File: src/rtl/simmem_wresp_delay_scheduler.sv
// rtl/simmem_wresp_delay_scheduler.sv - per-ID write-response release credit scheduler
// Each accepted write address waits its programmed delay in a slot, then becomes a release credit for its ID.
module simmem_wresp_delay_scheduler #(
  parameter int NumSlots   = 8,
  parameter int IDWidth    = 4,
  parameter int DelayWidth = 6,
  parameter int CntWidth   = $clog2(NumSlots + 1),
  localparam int NumIds    = 2 ** IDWidth
) (
  input  logic                  clk_i,
  input  logic                  rst_ni,
  input  logic                  waddr_valid_i,
  output logic                  waddr_ready_o,
  input  logic [IDWidth-1:0]    waddr_id_i,
  input  logic [DelayWidth-1:0] delay_i,
  output logic [NumIds-1:0]     release_en_o,
  input  logic [NumIds-1:0]     release_ack_i,
  output logic [CntWidth-1:0]   outstanding_o
);
  localparam int SlotIdxW = (NumSlots > 1) ? $clog2(NumSlots) : 1;

  logic [NumSlots-1:0]   r_slot_valid;
  logic [IDWidth-1:0]    r_slot_id  [NumSlots];
  logic [DelayWidth-1:0] r_slot_cnt [NumSlots];
  logic [CntWidth-1:0]   r_credit   [NumIds];
  logic [CntWidth-1:0]   r_outstanding;

  logic                  w_accept;
  logic                  w_free_found;
  logic [SlotIdxW-1:0]   w_free_idx;
  logic [NumSlots-1:0]   w_expire;
  logic [CntWidth-1:0]   w_exp_cnt [NumIds];
  logic [NumIds-1:0]     w_ack_ok;
  logic [CntWidth-1:0]   w_ack_cnt;
  logic [CntWidth-1:0]   w_slots_used;
  logic [31:0]           w_credit_sum;

  // Outstanding counts slots plus credits, so capping it also caps every credit counter.
  assign waddr_ready_o = (r_outstanding < CntWidth'(NumSlots));
  assign w_accept      = waddr_valid_i & waddr_ready_o;
  assign outstanding_o = r_outstanding;

  always_comb begin
    w_free_found = 1'b0;
    w_free_idx   = '0;
    for (int i = NumSlots - 1; i >= 0; i--) begin
      if (!r_slot_valid[i]) begin
        w_free_found = 1'b1;
        w_free_idx   = SlotIdxW'(i);
      end
    end
  end

  always_comb begin
    w_expire     = '0;
    w_slots_used = '0;
    for (int i = 0; i < NumSlots; i++) begin
      w_expire[i]  = r_slot_valid[i] && (r_slot_cnt[i] == '0);
      w_slots_used = w_slots_used + CntWidth'(r_slot_valid[i]);
    end
    for (int k = 0; k < NumIds; k++) begin
      w_exp_cnt[k] = '0;
      for (int i = 0; i < NumSlots; i++) begin
        if (w_expire[i] && (r_slot_id[i] == IDWidth'(k))) begin
          w_exp_cnt[k] = w_exp_cnt[k] + CntWidth'(1);
        end
      end
    end
  end

  always_comb begin
    w_ack_ok     = '0;
    release_en_o = '0;
    w_ack_cnt    = '0;
    w_credit_sum = '0;
    for (int k = 0; k < NumIds; k++) begin
      release_en_o[k] = (r_credit[k] != '0);
      w_ack_ok[k]     = release_ack_i[k] && (r_credit[k] != '0);
      w_ack_cnt       = w_ack_cnt + CntWidth'(w_ack_ok[k]);
      w_credit_sum    = w_credit_sum + 32'(r_credit[k]);
    end
  end

  always_ff @(posedge clk_i or negedge rst_ni) begin
    if (!rst_ni) begin
      r_slot_valid  <= '0;
      r_outstanding <= '0;
      for (int i = 0; i < NumSlots; i++) begin
        r_slot_id[i]  <= '0;
        r_slot_cnt[i] <= '0;
      end
      for (int k = 0; k < NumIds; k++) begin
        r_credit[k] <= '0;
      end
    end else begin
      r_outstanding <= r_outstanding + CntWidth'(w_accept) - w_ack_cnt;
      for (int i = 0; i < NumSlots; i++) begin
        if (r_slot_valid[i]) begin
          if (w_expire[i]) begin
            r_slot_valid[i] <= 1'b0;
          end else begin
            r_slot_cnt[i] <= r_slot_cnt[i] - DelayWidth'(1);
          end
        end
        if (w_accept && (w_free_idx == SlotIdxW'(i))) begin
          r_slot_valid[i] <= 1'b1;
          r_slot_id[i]    <= waddr_id_i;
          r_slot_cnt[i]   <= delay_i;
        end
      end
      for (int k = 0; k < NumIds; k++) begin
        r_credit[k] <= r_credit[k] + w_exp_cnt[k] - CntWidth'(w_ack_ok[k]);
      end
    end
  end

  a_accept_has_room: assert property (@(posedge clk_i) disable iff (!rst_ni)
    w_accept |-> (waddr_ready_o && w_free_found));
  a_credit_balance: assert property (@(posedge clk_i) disable iff (!rst_ni)
    (w_credit_sum + 32'(w_slots_used)) == 32'(r_outstanding));
  a_ack_with_credit: assert property (@(posedge clk_i) disable iff (!rst_ni)
    (release_ack_i & ~release_en_o) == '0);

endmodule

File: config.mk
export PLATFORM = sky130hd
export DESIGN_NAME = simmem_wresp_delay_scheduler
export DESIGN_NICKNAME = d
export VERILOG_FILES = /design/src/rtl/simmem_wresp_delay_scheduler.sv
export SDC_FILE = /design/constraint.sdc
export NUM_CORES = 1
export LEC_CHECK = 0
export CAP_MARGIN = 25
export CORE_UTILIZATION = 60
export DETAILED_ROUTE_END_ITERATION = 8
export HOLD_SLACK_MARGIN = 0.12
export PLACE_DENSITY_LB_ADDON = 0.25
export SYNTH_ARGS = -nofsm -noshare
export SYNTH_HDL_FRONTEND = slang
export SYNTH_SLANG_ARGS = --single-unit
File: constraint.sdc
create_clock -name clk_i -period 11.95 [get_ports clk_i]
set_input_delay 1.195 -clock clk_i [delete_from_list [all_inputs] [get_ports clk_i]]
set_output_delay 1.195 -clock clk_i [all_outputs]
set_load 0.02 [all_outputs]
==> flow_metrics.tcl <==
set metrics [dict create \
    postSynthCellCount 2446 \
    end_kind "flip-flop" \
    synth-seq-cells 156 \
    clk_latency_ps 470 \
    clk_pin_slew_worst_paths_ps 70 \
    yosys.cell_types.count 100 \
    critPathKind "flip-flop to flip-flop" \
    final-max-slew-violation-count 0 \
    setup_violations 0 \
    synth_warnings 0 \
    grt_pass1_wl_mm 88.8 \
    crit_required_ps 12290 \
    hold_depth 1 \
    numCtsBuffers 17 \
    reg2reg_to "r_credit[15]" \
    use_met2 0.527 \
    gp_congestion 0.977 \
    drc 0 \
    timing.hold.ws_ps 497 \
    crit_fanout 10 \
    synthTopCellsByArea "dfrtp_1 19%, ha_1 15%, xnor2_1 10%" \
    async_flop_share 1.00 \
    arrival_ps 7700 \
    fin_worst_skew_ps 16.5 \
    post_drt_wl_per_cell_um 18.9 \
    die_w_um 187 \
    ys_seq_area_frac 0.191 \
    yosys.area.top_type "dfrtp_1" \
    final_net_count 2742 \
    fin_crit_ps 7350 \
    fill_cells 2765 \
    grt-busiest-layer "met2" \
    synth-edff-count 0 \
    cpPeakStageDelay_ps 470 \
    min_to "r_credit[8]" \
    areaGrowthSynthToFinish_pct 6.77 \
    peakVddDrop_mv 0.250 \
    outcome "finished, final reports clean" \
    firstDrtPassIters 9 \
    use_met1 0.402 \
    power_density_nw_per_um2 185 \
    setup_tns_ps 0 \
    fin_crit_sh 0.615 \
    startpoint_type "flip-flop" \
    cts_setup_buffers 0 \
    finalPower_mw 4.03 \
    post_cts_resize_count 0 \
    grt_start_max_net_pins 83 \
    synth.most_common_cell "inv_1" \
    syn_area_um2 20500 \
    synth_top_flop_cell "dfrtp_1" \
    cts_num_sinks 156 \
    grt_pass1_vias 17300 \
    crit_path_frequent_cell "ha_1" \
    htreeDepth 4 \
    drt-total-wl_mm 54.9 \
    routed_via_density 6.10 \
    cts_buffer_depth 2 \
    r2r_start "r_slot_cnt[36]" \
    die_area_um2 34900 \
    coreArea_um2 33500 \
    cp_slowest_cell "nor4_1" \
    relSlewSlack 0.219 \
    numPortBuffers 49 \
    hold_path_startpoint "r_credit[8]" \
    grt_util_met3 0.0594 \
    grt_usage 0.321 \
    syn_avg_cell_area_um2 8.37 \
    hold_viol_final 0 \
    synth_nets 2749 \
    hpwl_mm 42.7 \
    r2r_slack_ps 4600 \
    p_leak_nw 9.97 \
    diodes 0 \
    num_rows 67 \
    rr_worst_depth 34 \
    antenna_found_initial 0 \
    fmax_mhz 136 \
    cts_tree "yes" \
    min_path_type "flip-flop to flip-flop" \
    synth_top_area_frac 0.191 \
    io_pins 50 \
    drtIter0Drc 1564 \
    drive_gt1_frac 0.0661 \
    vias 17700 \
    rsz0062_at_grt "false" \
    cts_root_buf "clkbuf_16" \
    drv_cap 0 \
    tightest_slew_ps 1150 \
    fp.dieH_um 187 \
    overflow 0 \
    netlist_top_cells_count "278 x inv_1, 252 x nand2_1, 246 x ha_1" \
    start_util 0.610 \
    cts_hold_buf 0 \
    drtAntennaViolNets 0 \
]
## worst max path at each step
stage | from | end | cells after the start
after floorplan | r_slot_cnt[36] | r_credit[15] | 34
after global placement | r_slot_cnt[36] | r_credit[15] | 33
after detailed placement | r_slot_cnt[36] | r_credit[15] | 34
after CTS | r_slot_cnt[36] | r_credit[15] | 34
after global routing | r_slot_cnt[36] | r_credit[15] | 34
final | r_slot_cnt[36] | r_credit[15] | 34
## power by group
group | total [mW] | internal, mW | switching, mW
Combinational | 2.34 | 1.06 | 1.28
Clock | 0.572 | 0.314 | 0.258
Sequential | 1.13 | 0.813 | 0.313
Total | 4.03 | 2.18 | 1.85
## routing by layer
| layer | part of all wire | vias to the layer above |
|---|---|---|
| li1 | - | 8470 |
| met1 | 0.42 | 8392 |
| met2 | 0.46 | 673 |
| met3 | 0.070 | 149 |
| met4 | 0.050 | 0 |
| met5 | 0 | - |
## final cells by class
type | count | area (um^2) | area share
inverters | 279 | 1050 | 0.0479
clock inverters | 13 | 159 | 0.00727
multi-input cells | 1920 | 15100 | 0.692
repair buffers | 65 | 629 | 0.0288
clock buffers | 19 | 433 | 0.0198
flip-flops and latches | 156 | 3900 | 0.179
well taps | 448 | 561 | 0.0256
## critical path: cells and delay by family (launching register included)
family / cells / cell delay [ps]
simple gates: 8 / 1650
mux: 1 / 180
fa+ha+maj: 7 / 1850
buf+inv: 4 / 370
flops: 1 / 370
xor+xnor: 8 / 1850
compound gates: 6 / 990
## logic make-up (layout without fill, tap and decap cells)
family / after synthesis / in the layout / synth area share
fa+ha+maj: 278 / 278 / 0.180
xor+xnor: 353 / 353 / 0.176
mux: 68 / 68 / 0.0356
simple gates: 867 / 867 / 0.228
flops: 156 / 156 / 0.191
buf+inv: 370 / 376 / 0.0718
compound gates: 354 / 354 / 0.118
## sequential cells by signal (all words and copies together), names as in the netlist
name,flops
outstanding_o,4
r_credit,64
r_slot_cnt,48
r_slot_id,32
r_slot_valid,8
## cells in the final DEF (no fill, tap or decap), types with 10 or more instances in the layout
cell               n
inv_1            278
nand2_1          252
ha_1             246
xnor2_1          236
dfrtp_1          156
nor2_1           136
o21ai_0           86
xor2_1            78
nand3_1           77
a21oi_1           71
nor3_1            70
clkdlybuf4s50_1   48
nor4_1            38
mux2_2            38
nand4_1           35
and3_1            31
mux2i_1           30
nand2b_1          29
fa_1              28
or3_1             26
o31ai_1           24
or4_1             24
xnor3_1           24
a31oi_1           22
and2_1            19
nor3b_1           19
nor2b_1           17
a21o_1            17
clkbuf_16         17
or2_2             14
buf_4             14
o211ai_1          13
o221ai_1          12
o31a_1            11
a221o_1           11
a211oi_1          11
nor3_4            10
## per-stage QoR
step / instances / setup slack, ps / utilization / instance area (um^2)
finish: 2900 / 4600 / 0.652 / 21900
global route: 2900 / 3960 / 0.652 / 21900
CTS: 2898 / 4660 / 0.651 / 21800
detailed placement: 2866 / 4700 / 0.633 / 21200
global placement: 2866 / 4960 / 0.633 / 21200
floorplan: 2446 / 5630 / - / 20500
No activity file was read; power rests on OpenSTA's default activity.
==> RTL change 1: new RTL, config.mk and constraints unchanged <==
The parameter `DelayWidth` goes from 6 to 12.
--- a/src/rtl/simmem_wresp_delay_scheduler.sv
+++ b/src/rtl/simmem_wresp_delay_scheduler.sv
@@ -3,7 +3,7 @@
 module simmem_wresp_delay_scheduler #(
   parameter int NumSlots   = 8,
   parameter int IDWidth    = 4,
-  parameter int DelayWidth = 6,
+  parameter int DelayWidth = 12,
   parameter int CntWidth   = $clog2(NumSlots + 1),
   localparam int NumIds    = 2 ** IDWidth
 ) (
Interface: changed (resized delay_i); port bits go from 50 to 56. No check against the original RTL was run, so the function may have changed too.
==> RTL change 1 against the unedited design <==
Sequential cell count increased by 48; largest cell class unchanged; wire length increased by 18%; combinational power decreased by 29%; setup slack got worse by 0.25 ns; cell area increased by 11%; global-route usage increased by 2.1 points; final cell count increased by 11%; non-clock buffer count increased by 16; first-iteration DRC count increased by 5.9%; sequential power decreased by 8%; utilization increased by 0.87 points; power decreased by 13%; critical path type unchanged; area after synthesis increased by 9.4%.
==> RTL change 1: results (changes against the unedited design) <==
- First-pass GRT wire length: 102000 µm (was 88800 µm)
- DRT Pass-1 Iters: 5 (was 9)
- Status: completed (unchanged)
- Pin count of the biggest net entering global routing: 97 (was 83)
- Clk buf depth: 3 (was 2)
- Slew @ Worst Pin: 1.00 ns (was 1.15 ns)
- GRT Util Overall: 34.2% (was 32.1%)
- Iteration-0 DRC Markers: 1657 (was 1564)
- Unique masters post-synth: 92 (was 100)
- Total number of vias: 19825 (was 17684)
- Post-synth top cells: nand2_1 (337), inv_1 (282), xnor2_1 (254) (was inv_1 (278), nand2_1 (252), ha_1 (246))
- Worst VDD drop: 0.000149 V (was 0.000250 V)
- Clk slew on worst S/H paths: 0.06 ns
- Largest regs: r_slot_cnt (96), r_credit (64), r_slot_id (32) (was r_credit (64), r_slot_cnt (48), r_slot_id (32))
- Placer Congestion: 1.08 (was 0.977)
- Layout cells sized above 1: 6.11% (was 6.61%)
- Clock Skew: 0.0122 ns (was 0.0165 ns)
- CP max stage cell: nor2_1 (was nor4_1)
- Port Buf Inserts: 55 (was 49)
- Number of global-route vias before repair: 19343 (was 17279)
- GR Layer Usage met1: 42.4% (was 40.2%)
- Dpl hpwl: 51000 µm (was 42700 µm)
- Clock buffer count from CTS: 25 (was 17)
- Worst-case reg-to-reg path depth: 29 (was 34)
- Met3 Use GR: 5.99% (was 5.94%)
- CP Max Fanout: 4 (was 10)
- Sequential area share after synthesis: 22.8% (was 19.1%)
- Leak: 10.7 nW (was 9.97 nW)
- Area Growth Syn to Fin: 8.28% (was 6.77%)
- Top-count cell post-synth: nand2_1 (was inv_1)
- H-tree Lvls: 1 (was 4)
- Worst skew pair latency: 0.57 ns (was 0.47 ns)
==> RTL change 1: cell count changes in the layout (fill, tap and decap cells not counted), sizes merged, moves of 20 or more <==
| cell | delta |
|---|---|
| mux2i | +40 |
| dfrtp | +48 |
| nor2 | +70 |
| nand2 | +85 |
| xor2 | +35 |
| and3 | -20 |
==> RTL change 1: cells by family (layout without fill, tap and decap cells) <==
kind of cell	Yosys count	count (layout)	share of synthesized area, %
AO/OA/AOI/OAI	341	341	10.2
XOR/XNOR	378	378	15.5
adder cells (fa/ha/maj)	277	277	16.4
buffers and inverters	374	411	6.38
flip-flops	204	204	22.8
multiplexers	108	108	5.14
AND/OR/NAND/NOR	1030	1030	23.6
==> RTL change 1: worst max-delay path: cells and delay by family, from the launching register on <==
family | cells | cell delay (ns)
mux | 2 | 0.28
fa+ha+maj | 6 | 1.94
simple gates | 8 | 2.36
buf+inv | 2 | 0.16
compound gates | 4 | 0.79
xor+xnor | 7 | 1.55
flops | 1 | 0.40
==> RTL change 1: per-layer routing <==
metal	vias to the layer above	share of wire, %
li1	9368	-
met1	9482	41
met2	769	45
met3	206	7.0
met4	0	6.6
met5	-	0
==> RTL change 1: per-stage QoR <==
stage	worst slack [ns]	std cells	instance area [µm²]	total power, mW
final	4.35	3217	24200	3.51
after global routing	3.99	3217	24200	3.80
after CTS	4.51	3213	24200	3.55
after detailed placement	4.54	3167	23300	2.71
after global placement	4.77	3164	23300	2.60
after floorplan	5.23	2712	22400	2.29
==> RTL change 1: layout make-up <==
cell class | count | area, µm²
clock inverters | 13 | 169
clock buffers | 33 | 706
fillers | 3083 | 12500
repair buffers | 81 | 756
multi-input cells | 2134 | 15900
inverters | 284 | 1070
flip-flops and latches | 204 | 5100
well taps | 468 | 586
==> RTL change 1: final timing paths <==
check	end	from	slack (ns)
worst max-delay path	r_credit[11]$_DFF_PN0_	r_slot_cnt[89]$_DFFE_PN0P_	4.35
worst min-delay path	r_credit[48]$_DFF_PN0_	r_credit[48]$_DFF_PN0_	0.50
worst max register to register	r_credit[11]$_DFF_PN0_	r_slot_cnt[89]$_DFFE_PN0P_	4.35
worst min register to register	r_credit[48]$_DFF_PN0_	r_credit[48]$_DFF_PN0_	0.50
max in group asynchronous	r_credit[55]$_DFF_PN0_	rst_ni	10.01
min in group asynchronous	r_credit[5]$_DFF_PN0_	rst_ni	0.65
==> RTL change 1: where the power goes <==
| part | switching (mW) | total (mW) | internal [mW] |
|---|---|---|---|
| sequential | 0.147 | 1.04 | 0.896 |
| clock | 0.332 | 0.817 | 0.485 |
| combinational | 0.860 | 1.65 | 0.793 |
| total | 1.34 | 3.51 | 2.17 |
==> RTL change 2: new RTL, same settings <==
Without the edit above. Take the reset off `r_outstanding` and load it in a clocked block of its own.
--- a/src/rtl/simmem_wresp_delay_scheduler.sv
+++ b/src/rtl/simmem_wresp_delay_scheduler.sv
@@ -84,7 +84,6 @@
   always_ff @(posedge clk_i or negedge rst_ni) begin
     if (!rst_ni) begin
       r_slot_valid  <= '0;
-      r_outstanding <= '0;
       for (int i = 0; i < NumSlots; i++) begin
         r_slot_id[i]  <= '0;
         r_slot_cnt[i] <= '0;
@@ -93,7 +92,6 @@
         r_credit[k] <= '0;
       end
     end else begin
-      r_outstanding <= r_outstanding + CntWidth'(w_accept) - w_ack_cnt;
       for (int i = 0; i < NumSlots; i++) begin
         if (r_slot_valid[i]) begin
           if (w_expire[i]) begin
@@ -114,6 +112,10 @@
     end
   end
 
+  always_ff @(posedge clk_i) begin
+    r_outstanding <= r_outstanding + CntWidth'(w_accept) - w_ack_cnt;
+  end
+
   a_accept_has_room: assert property (@(posedge clk_i) disable iff (!rst_ni)
     w_accept |-> (waddr_ready_o && w_free_found));
   a_credit_balance: assert property (@(posedge clk_i) disable iff (!rst_ni)
Behaviour: not the same (a bounded check fails within 4 cycles, from zero or initial values and one cycle with rst_ni low).
==> RTL change 2 against the unedited design <==
Synthesized cell count is 3.4% higher; largest power group unchanged; sequential share of layout area fell by 0.46 points; wire length rose by 8.7%; largest cell class unchanged; clock power grew 1%; cell area grew 2.1%; sequential cell count unchanged; power is 1.9% higher; setup slack lost 0.039 ns; non-clock buffer count rose by 14; utilization up 0.88 points; area after synthesis grew 1.5%; global-route usage grew 1.9 points.
==> RTL change 2: results (changes against the unedited design) <==
- Pwr Density: 184 nW/µm² (was 185 nW/µm²)
- Seq area share: 17.4% (was 17.9%)
- Wire length on met3: 4180 µm (was 3870 µm)
- Layout cells sized above 1: 7.01% (was 6.61%)
- Fraction of area in multi-input gates: 69.2% (about the same)
- Int Power: 2.21 mW (was 2.18 mW)
- Status: completed (unchanged)
- Dpl hpwl: 47200 µm (was 42700 µm)
- Leak: 9.93 nW (was 9.97 nW)
- Placer Congestion: 0.988 (was 0.977)
- Buffering overhead: 3.28% (was 2.88%)
- GRT Util Overall: 34.0% (was 32.1%)
- Max incr delay on CP: 0.67 ns (was 0.47 ns)
- Pin count of the biggest net entering global routing: 82 (was 83)
- DRT Pass-1 Iters: 5 (was 9)
- Met2 WL: 27500 µm (was 25400 µm)
- Clock Skew: 0.0150 ns (was 0.0165 ns)
- Clock buf/inv share: 2.66% (was 2.71%)
- Worst VDD drop: 0.000167 V (was 0.000250 V)
- Unique masters post-synth: 105 (was 100)
- CP max stage cell: nor4bb_1 (was nor4_1)
- Post-Place Worst Slack: 4.64 ns (was 4.70 ns)
- Comb_multi_in: 1995 (was 1920)
- Post-Place Cells: 2968 (was 2866)
- Mapped Nets: 2831 (was 2749)
- Final sequential cell count: 156 (unchanged)
- CLK BUF: 18 (was 19)
- Critical Path AT: 7.77 ns (was 7.70 ns)
- Initial antenna violation count: 2 (was 0)
- Mapped Avg Cell Area: 8.22 µm² (was 8.37 µm²)
- Top sig layer: met5 (was met4)
- CP delay by family, top: simple AND/OR/NAND/NOR gates (was adder cells)
[RTL change 2: cell count changes after synthesis, sizes merged, moves of 9 or more]
cell     unedited run  this run
o21ai              89        69
xor2               79        70
xnor3              24        15
inv               279       294
nand2             252       267
and2               22        44
a2111oi             1        11
xnor2             246       262
nand3              77       111
mux2i              30        43
nor4bb              4        13
[RTL change 2: logic make-up (layout without fill, tap and decap cells)]
kind of cell | Yosys count | count (layout) | share of synthesized area (%)
flip-flops | 156 | 156 | 18.7
AND/OR/NAND/NOR | 943 | 943 | 24.4
XOR/XNOR | 348 | 348 | 16.2
adder cells (fa/ha/maj) | 280 | 280 | 17.8
multiplexers | 84 | 84 | 4.29
AO/OA/AOI/OAI | 340 | 340 | 11.5
buffers and inverters | 378 | 404 | 7.13
[RTL change 2: per-stage QoR]
step                      utilization, %  cell area [µm²]
after floorplan                        -            20800
after global placement              64.1            21700
after detailed placement            64.2            21700
after CTS                           65.9            22300
after global routing                66.1            22300
final                               66.1            22300
[RTL change 2: path summary, 6_finish.rpt]
check	start	end	slack (ns)	cells after the start
setup / recovery	r_slot_cnt[39]$_DFFE_PN0P_	r_credit[39]$_DFF_PN0_	4.56	31
hold / removal	r_credit[56]$_DFF_PN0_	r_credit[56]$_DFF_PN0_	0.50	1
setup reg to reg	r_slot_cnt[39]$_DFFE_PN0P_	r_credit[39]$_DFF_PN0_	4.56	31
hold reg to reg	r_credit[56]$_DFF_PN0_	r_credit[56]$_DFF_PN0_	0.50	1
max in group asynchronous	rst_ni	r_slot_cnt[22]$_DFFE_PN0P_	10.09	3
min in group asynchronous	rst_ni	r_credit[54]$_DFF_PN0_	0.76	1
[RTL change 2: per-layer routing]
metal,GRT usage [%],up-vias
met5,0,-
li1,-,8816
met1,42.5,9038
met2,56.0,676
met4,17.7,2
met3,5.99,154
